## src/rtl/sha_unpad.sv

```systemverilog
// sha_unpad: strips SHA-style padding from a block stream and emits the message as 32-bit words.
// Define SHA_UNPAD_CHECK_EN to also verify the 0x80/zero padding bytes.
module sha_unpad #(
  parameter int Nlen = 64
) (
  input  logic            clk,
  input  logic            rst,
  input  logic [511:0]    block_i,
  input  logic            valid_i,
  input  logic            last_i,
  output logic            accept_o,
  output logic [31:0]     word_o,
  output logic [2:0]      keep_o,
  output logic            word_valid_o,
  input  logic            word_ready_i,
  output logic            done_o,
  output logic [Nlen-1:0] length_o,
  output logic            error_o
);
  localparam int EW = Nlen - 3;
  typedef enum logic [2:0] {IDLE, HOLD, DRAIN, CHECK, FINAL, DONE} state_t;
  state_t          state_q, state_d;
  logic [511:0]    p_q, p_d, c_q, c_d;
  logic            p_held_q, p_held_d;
  logic [EW-1:0]   e_q, e_d;
  logic [Nlen-1:0] len_q, len_d;
  logic            err_q, err_d;
  logic [31:0]     word_q, word_d;
  logic [2:0]      keep_q, keep_d;
  logic            wv_q, wv_d;
  logic [4:0]      idx_q, idx_d;
  logic [6:0]      r_q, r_d;
  logic [1023:0]   s;
  logic [EW-1:0]   r;
  logic            len_err, pad_err, free, last_w;
  logic [4:0]      n;
  logic [2:0]      keep_n;
  logic [31:0]     mask;
  // Byte stream seen by CHECK/FINAL: P followed by C when P is held, otherwise C alone.
  assign s       = p_held_q ? {c_q, p_q} : {512'b0, c_q};
  assign r       = len_q[Nlen-1:3] - e_q;
  assign len_err = |len_q[2:0] | (p_held_q ? (r < EW'(56) || r > EW'(119)) : r > EW'(55));
`ifdef SHA_UNPAD_CHECK_EN
  always_comb begin
    pad_err = 1'b0;
    for (int k = 0; k < 120; k++) begin
      if (7'(k) == r[6:0] && s[(k/4)*32 + 24 - 8*(k%4) +: 8] != 8'h80) pad_err = 1'b1;
      if (7'(k) > r[6:0] && 7'(k) <= (p_held_q ? 7'd119 : 7'd55) && s[(k/4)*32 + 24 - 8*(k%4) +: 8] != 8'h00) pad_err = 1'b1;
    end
  end
`else
  assign pad_err = 1'b0;
`endif
  assign n        = state_q == DRAIN ? 5'd16 : 5'((r_q + 7'd3) >> 2);
  assign last_w   = state_q == FINAL && idx_q == n - 5'd1;
  assign keep_n   = last_w && r_q[1:0] != 2'd0 ? {1'b0, r_q[1:0]} : 3'd4;
  assign mask     = ~(32'hffffffff >> {keep_n, 3'b000});
  assign free     = !wv_q || word_ready_i;
  assign accept_o     = state_q == IDLE || state_q == HOLD;
  assign done_o       = state_q == DONE;
  assign word_o       = word_q;
  assign keep_o       = keep_q;
  assign word_valid_o = wv_q;
  assign length_o     = len_q;
  assign error_o      = err_q;
  always_comb begin
    state_d  = state_q;
    p_d      = p_q;
    c_d      = c_q;
    p_held_d = p_held_q;
    e_d      = e_q;
    len_d    = len_q;
    err_d    = err_q;
    word_d   = word_q;
    keep_d   = keep_q;
    wv_d     = wv_q;
    idx_d    = idx_q;
    r_d      = r_q;
    if (accept_o && valid_i) begin
      if (last_i) begin
        c_d     = block_i;
        len_d   = {block_i[479:448], block_i[511:480]};
        err_d   = 1'b0;
        state_d = CHECK;
      end else if (state_q == IDLE) begin
        p_d      = block_i;
        p_held_d = 1'b1;
        state_d  = HOLD;
      end else begin
        c_d     = block_i;
        idx_d   = 5'd0;
        state_d = DRAIN;
      end
    end
    if (state_q == CHECK) begin
      err_d   = len_err | pad_err;
      r_d     = r[6:0];
      idx_d   = 5'd0;
      state_d = len_err | pad_err ? DONE : FINAL;
    end
    // Output slot is free when empty or being consumed this cycle.
    if ((state_q == DRAIN || state_q == FINAL) && free) begin
      if (idx_q < n) begin
        word_d = s[{idx_q, 5'b0} +: 32] & mask;
        keep_d = keep_n;
        wv_d   = 1'b1;
        idx_d  = idx_q + 5'd1;
      end else begin
        wv_d = 1'b0;
        if (state_q == DRAIN) begin
          p_d     = c_q;
          e_d     = e_q + EW'(64);
          state_d = HOLD;
        end else begin
          state_d = DONE;
        end
      end
    end
    if (state_q == DONE) begin
      e_d      = '0;
      p_held_d = 1'b0;
      state_d  = IDLE;
    end
  end
  always_ff @(posedge clk) begin
    if (rst) begin
      state_q  <= IDLE;
      p_q      <= '0;
      c_q      <= '0;
      p_held_q <= 1'b0;
      e_q      <= '0;
      len_q    <= '0;
      err_q    <= 1'b0;
      word_q   <= '0;
      keep_q   <= '0;
      wv_q     <= 1'b0;
      idx_q    <= '0;
      r_q      <= '0;
    end else begin
      state_q  <= state_d;
      p_q      <= p_d;
      c_q      <= c_d;
      p_held_q <= p_held_d;
      e_q      <= e_d;
      len_q    <= len_d;
      err_q    <= err_d;
      word_q   <= word_d;
      keep_q   <= keep_d;
      wv_q     <= wv_d;
      idx_q    <= idx_d;
      r_q      <= r_d;
    end
  end
endmodule

```

## config.mk

```make
export PLATFORM = sky130hd
export DESIGN_NAME = sha_unpad
export DESIGN_NICKNAME = d
export VERILOG_FILES = /design/src/rtl/sha_unpad.sv
export SDC_FILE = /design/constraint.sdc
export NUM_CORES = 2
export LEC_CHECK = 0
export CELL_PAD_IN_SITES_DETAIL_PLACEMENT = 1
export CELL_PAD_IN_SITES_GLOBAL_PLACEMENT = 1
export CORE_ASPECT_RATIO = 0.7
export CORE_UTILIZATION = 43
export DETAILED_ROUTE_END_ITERATION = 8
export GPL_TIMING_DRIVEN = 0
export PLACE_DENSITY = 0.81
export SYNTH_ARGS = -nofsm -noshare
export SYNTH_HDL_FRONTEND = slang
export SYNTH_SLANG_ARGS = --single-unit
```

## constraint.sdc

```tcl
create_clock -name clk -period 6.1 [get_ports clk]
set_input_delay 1.83 -clock clk [delete_from_list [all_inputs] [get_ports clk]]
set_output_delay 1.83 -clock clk [all_outputs]
set_load 0.005 [all_outputs]
```

After elaboration in Yosys (flattened, before gate mapping) --
Index checks and enable logic that the tools add are counted.
Storage, ports and cells: bits in registers 1202, bits in latches 0, bits in writable memories 0, memory bits (read-only) 0, input port bits 517, output and inout port bits 103, logic and storage cells 86, memories 0
Operators by class: $add $sub $neg 5, $mul 0, div/mod/pow operators 0, order comparisons 4, eq/ne operators 7, shift-type cells 2, mux-type cells 30, bitwise logic cells 5, reduce and logical (&&, ||, !) cells 21
Operator list (count):
- 512-bit 2-to-1 mux | 8
- 1024-bit 2-to-1 mux | 1
- 1024-bit by 11-bit indexed part select with 32-bit output | 1
- 61-bit by 7-bit adder with 61-bit output, second input constant | 1
- 61-bit by 6-bit > comparator with 1-bit output, second input constant | 1
- 61-bit by 7-bit > comparator with 1-bit output, second input constant | 1
- 61-bit by 6-bit < comparator with 1-bit output, second input constant | 1
- 61-bit subtractor | 1
- 5-bit 2-to-1 mux | 7
- 32-bit AND | 1
- 32-bit NOT | 1
- 32-bit by 6-bit right shift with 32-bit output, first input constant | 1
- 3-bit 2-to-1 mux | 6
- 2-bit AND reduction | 4
- 7-bit by 2-bit adder with 7-bit output, second input constant | 1
- 3-bit by 2-bit == test with 1-bit output, second input constant | 2
- 3-bit == test, second input constant | 2
- 1-bit 2-to-1 mux | 6
- 3-bit AND reduction | 2
- 2-bit nonzero test | 3
- 5-bit by 1-bit adder with 5-bit output, second input constant | 1
- 5-bit == test | 1
- 5-bit < comparator | 1
- 5-bit by 1-bit subtractor with 5-bit output, second input constant | 1
- other kinds (11) | 19

Longest topological paths before layout --
depth after elaboration 10, mapped depth 17, depth with buffers taken out 15

Worst setup path after synthesis --
Ideal clock, no wire load.
path type reg-to-reg, from register idx_q[0], to register e_q[42], setup time 0.128 ns, arrival 4.117 ns, required time 5.972 ns, path slack 1.855 ns, stages on the path, launching flop included 18, buffers on the path 4, period minus slack after synthesis 4.245 ns, cell sequence dfxtp_1 > clkbuf_1 > buf_2 > inv_1 > clkbuf_1 > clkbuf_1 > ha_1 > nor2b_1 > o21a_1 > o21a_1 > o21ai_0 > a2111oi_0 > and3_1 > nand3_1 > nor3_1 > or3b_1 > xnor2_1 > nor2_1
Between the ends: word-level cells in the longest chain between the ends 3
Ends and longest elaborated chain:
- start: declaration | line 31 | logic [4:0] idx_q, idx_d;
- start signal: assignment | line 150 | idx_q <= idx_d;
- 5-bit < comparator | line 103 | if (idx_q < n) begin
- 1-bit NOT (no line)
- 3-bit AND reduction (no line)
- end signal: assignment | line 131 | e_q <= '0;
- end signal: assignment | line 144 | e_q <= e_d;
- end: declaration | line 25 | logic [EW-1:0] e_q, e_d;
Every way passes these cells. A chain may end at the register's enable or synchronous reset.

Final worst setup path --
from register idx_q[1], to register word_q[21] (netlist: word_o[21])
Between the ends: word-level cells in the longest chain between the ends 7
Ends and longest elaborated chain:
- branches (longest 7 deep; another with 1024-bit by 11-bit indexed part select with 32-bit output)
- end signal: assignment | line 147 | word_q <= word_d;
- end: declaration | line 28 | logic [31:0] word_q, word_d;
Parallel ways; which one is timed is not known.

==> impl_metrics.tcl <==
set metrics [dict create \
    period_share 1.06 \
    dieArea_um2 136000 \
    synth.distinct_cells 80 \
    comb_power_share 0.248 \
    hold_path_depth 2 \
    ir_worst_vdd_uv 304 \
    drive_above_1_share 0.0665 \
    start_kind "flip-flop" \
    slew_headroom -0.0860 \
    core_um2 133000 \
    pin_count 620 \
    synth_area_leaders "dfxtp_1 41%, nand2_1 15%, mux4_2 9.7%" \
    synthAdderAreaFrac 0.0138 \
    finalCriticalPeriod_ns 6.44 \
    grt_pass1_vias 62249 \
    arrival_ns 7.11 \
    failed_checks "capacitance limit, slew limit, setup timing" \
    hold_path.startpoint "keep_o[1]" \
    critical_path_class "flip-flop to flip-flop" \
    drc_errors 0 \
    drtAntennaViolNets 0 \
    worstRegToRegCells 12 \
    synth_cells 7208 \
    grt_usage 0.494 \
    finalSetupViolCount 310 \
    synthMuxAreaShare 0.107 \
    clock_path_buffers 3 \
    slew_violations 78 \
    num_vias 66651 \
    yosysTopAreaCellShare 0.414 \
    clkSlewWorstSetupHoldPaths_ns 0.06 \
    p_int_w 0.0152 \
    vias_per_cell 6.76 \
    clock.fmax_mhz 155 \
    worstMarginPinSlew_ns 1.63 \
    final.setup.worst_slack_ns -0.343 \
    cpMostUsedCell "buf_1" \
    cp-end-kind "flip-flop" \
    fill_cells 16060 \
    numPortBuffers 619 \
    yosysTopAreaCell "dfxtp_1" \
    hold_path_class "flip-flop to flip-flop" \
    finalInstanceArea_um2 70800 \
    cp_slowest_stage_delay_ns 1.08 \
    die_x_um 440 \
    synth_edf_count 0 \
    p_per_area_nw_per_um2 333 \
    cts_buffers 130 \
    worstSkewPairLatency_ns 0.81 \
    grt.overflow.total 0 \
    synth-xor-area-share 0.0132 \
    die_h_um 309 \
    wl_per_cell_um 35.2 \
    final_common_cell "nand2_1" \
    rrSetupSlack_ns -0.34 \
    cts_sinks 1196 \
    syn_nets 7788 \
    fp-row-count 112 \
    reg2reg_to "word_o[21]" \
    timing.rr.start "idx_q[1]" \
    ys_seq_area_frac 0.414 \
    p_clk_frac 0.355 \
    holdPathEnd "keep_o[1]" \
    synth_top_family_by_area "simple AND/OR/NAND/NOR gates" \
    status "finished, violations left" \
    first_pass_iters 6 \
    synthSimpleGateAreaFrac 0.220 \
    synth-compound-area-share 0.186 \
    async_flop_share 0 \
    p_leak_nw 24.8 \
    cts-root-buf "clkbuf_16" \
    drt-total-wl_mm 347 \
    synth_ff_type "dfxtp_1" \
    synth.avg_cell_area_um2 8.03 \
    ctsHtreeMaxLevel 4 \
    path_buf_inv 4 \
    power_frac_seq 0.397 \
    dpl-instance-area_um2 66300 \
    syn_to_final_growth_pct 22.4 \
    final_cell_mix "2344 x nand2_1, 1196 x dfxtp_1, 690 x a21oi_1" \
    drtIter0Drc 10716 \
    hold_viol 0 \
    fin_util 0.531 \
    place_hpwl_mm 274 \
    grt_pass1_wl_mm 474 \
    maxCapViolCount 7 \
    ctsHoldBuffers 0 \
    required_ns 6.77 \
    cp_max_fo 10 \
    ys_ff_latch 1196 \
    cts_tree "done" \
    yosys_warnings 0 \
    grt_max_degree 17 \
    power.net_switching_w 0.00840 \
    place_congestion 1.09 \
    syn_area_um2 57900 \
    nNetsFinal 8543 \
    swShare 0.356 \
    worst_clock_skew_ns 0.0405 \
    crit_chain "clkbuf_2 -> clkbuf_1 -> buf_1 -> buf_1 -> mux4_2 -> mux2i_1 -> nand2_1 -> o221ai_1 -> o21ai_0 -> a22o_1 -> a22oi_1 -> nor2_1" \
    antenna_found_initial 53 \
    crit_family "buffers and inverters" \
    worst_path_max_delay_cell "clkbuf_1" \
    initial_core_util 0.434 \
]
[power by group through the flow]
| stage | Clock [W] | Combinational (W) | Sequential (W) |
|---|---|---|---|
| floorplan | 0 | 0.00294 | 0.00910 |
| global placement | 0 | 0.00528 | 0.00941 |
| detailed placement | 0 | 0.00544 | 0.00944 |
| CTS | 0.00824 | 0.00549 | 0.00928 |
| global route | 0.00856 | 0.00599 | 0.00938 |
| finish | 0.00837 | 0.00586 | 0.00936 |
[tightest hold or removal path: cells and delay by family (launching register included)]
| family | cells | cell delay (ns) |
|---|---|---|
| flip-flops | 1 | 0.32 |
| AND/OR/NAND/NOR | 1 | 0.06 |
| AO/OA/AOI/OAI | 1 | 0.05 |
[metal layers]
metal	vias to the layer above	GRT usage	routed length [um]
li1	26841	-	-
met1	33334	0.685	139000
met2	5484	0.631	128000
met3	966	0.221	58100
met4	26	0.263	21400
met5	-	0.00316	309
[registers in the layout, indices dropped and copies added, names as in the netlist]
| register | count |
|---|---|
| error_o | 1 |
| word_o | 32 |
| length_o | 64 |
| idx_q | 5 |
| r_q | 7 |
| p_q | 512 |
| state_q | 3 |
| keep_o | 3 |
| e_q | 55 |
| c_q | 512 |
| p_held_q | 1 |
| word_valid_o | 1 |
[kinds of logic (layout without fill, tap and decap cells)]
kind of cell | Yosys count | in the layout
fa+ha+maj | 63 | 63
simple gates | 3250 | 3250
xor+xnor | 87 | 87
buf+inv | 709 | 1556
mux | 306 | 306
compound gates | 1597 | 1597
flops | 1196 | 1196
other cells | 0 | 35
[worst max-delay path by stage]
stage               startpoint  slack [ns]         end  cells past startpoint
floorplan             idx_q[0]        1.86     e_q[42]                     17
global placement      idx_q[0]       -2.45    p_q[429]                     16
detailed placement    idx_q[0]       -2.28    p_q[425]                     16
CTS                   idx_q[0]        0.18     e_q[59]                     15
global route          idx_q[0]      -0.006    p_q[506]                     15
finish                idx_q[1]       -0.34  word_o[21]                     12
[cell usage after synthesis (4+ instances only)]
cell type / number
mux2i_1: 47
a22oi_1: 24
ha_1: 62
and2_1: 7
o21ai_1: 8
a311oi_1: 521
nand4_1: 27
clkbuf_1: 571
dfxtp_1: 1196
o211ai_1: 9
buf_2: 8
o31a_1: 4
o221ai_1: 56
o21ai_0: 122
mux4_2: 249
nand2_1: 2345
or3_1: 13
nor3_1: 48
o21a_1: 11
a22o_1: 8
a2111o_1: 5
xnor2_1: 66
a2bb2oi_1: 7
o22ai_1: 35
buf_4: 6
nor4_1: 13
nor2_1: 677
or2_2: 5
o2111ai_1: 7
and3_1: 12
a21o_1: 23
nor2b_1: 15
nand2b_1: 15
o21bai_1: 7
a211oi_1: 19
a211o_1: 4
mux2_2: 10
xor2_1: 21
a21oi_1: 690
nand3_1: 43
nand3b_1: 7
inv_1: 77
buf_1: 47
nor3b_1: 4
[cell type report]
class | count | area (um^2) | share of cell area
Clock inverter | 37 | 447 | 0.00631
Multi-Input combinational cell | 5303 | 31300 | 0.442
Inverter | 77 | 293 | 0.00413
Buffer | 630 | 2460 | 0.0348
Sequential cell | 1196 | 23900 | 0.338
Antenna cell | 35 | 87.6 | 0.00124
Clock buffer | 187 | 3830 | 0.0541
Tap cell | 1767 | 2210 | 0.0312
Timing Repair Buffer | 625 | 6260 | 0.0885
[repair_timing]
item,4_1_cts,5_1_grt
setup buffers,3,0
setup endpoints to repair,581,12
resized for setup,15,21
pin swaps,1,0
[stage by stage]
step,instances,setup TNS [ns],setup slack [ns],total power [W],hold slack [ns]
floorplan,7208,0,1.86,0.0120,0.445
global placement,9594,-1125.94,-2.45,0.0147,0.445
finish,9857,-48.67,-0.343,0.0236,0.472
detailed placement,9597,-983.01,-2.28,0.0149,0.458
global route,9839,-0.00564,-0.00564,0.0239,0.490
CTS,9823,0,0.184,0.0230,0.470
Power figures use the tool's default switching activity.
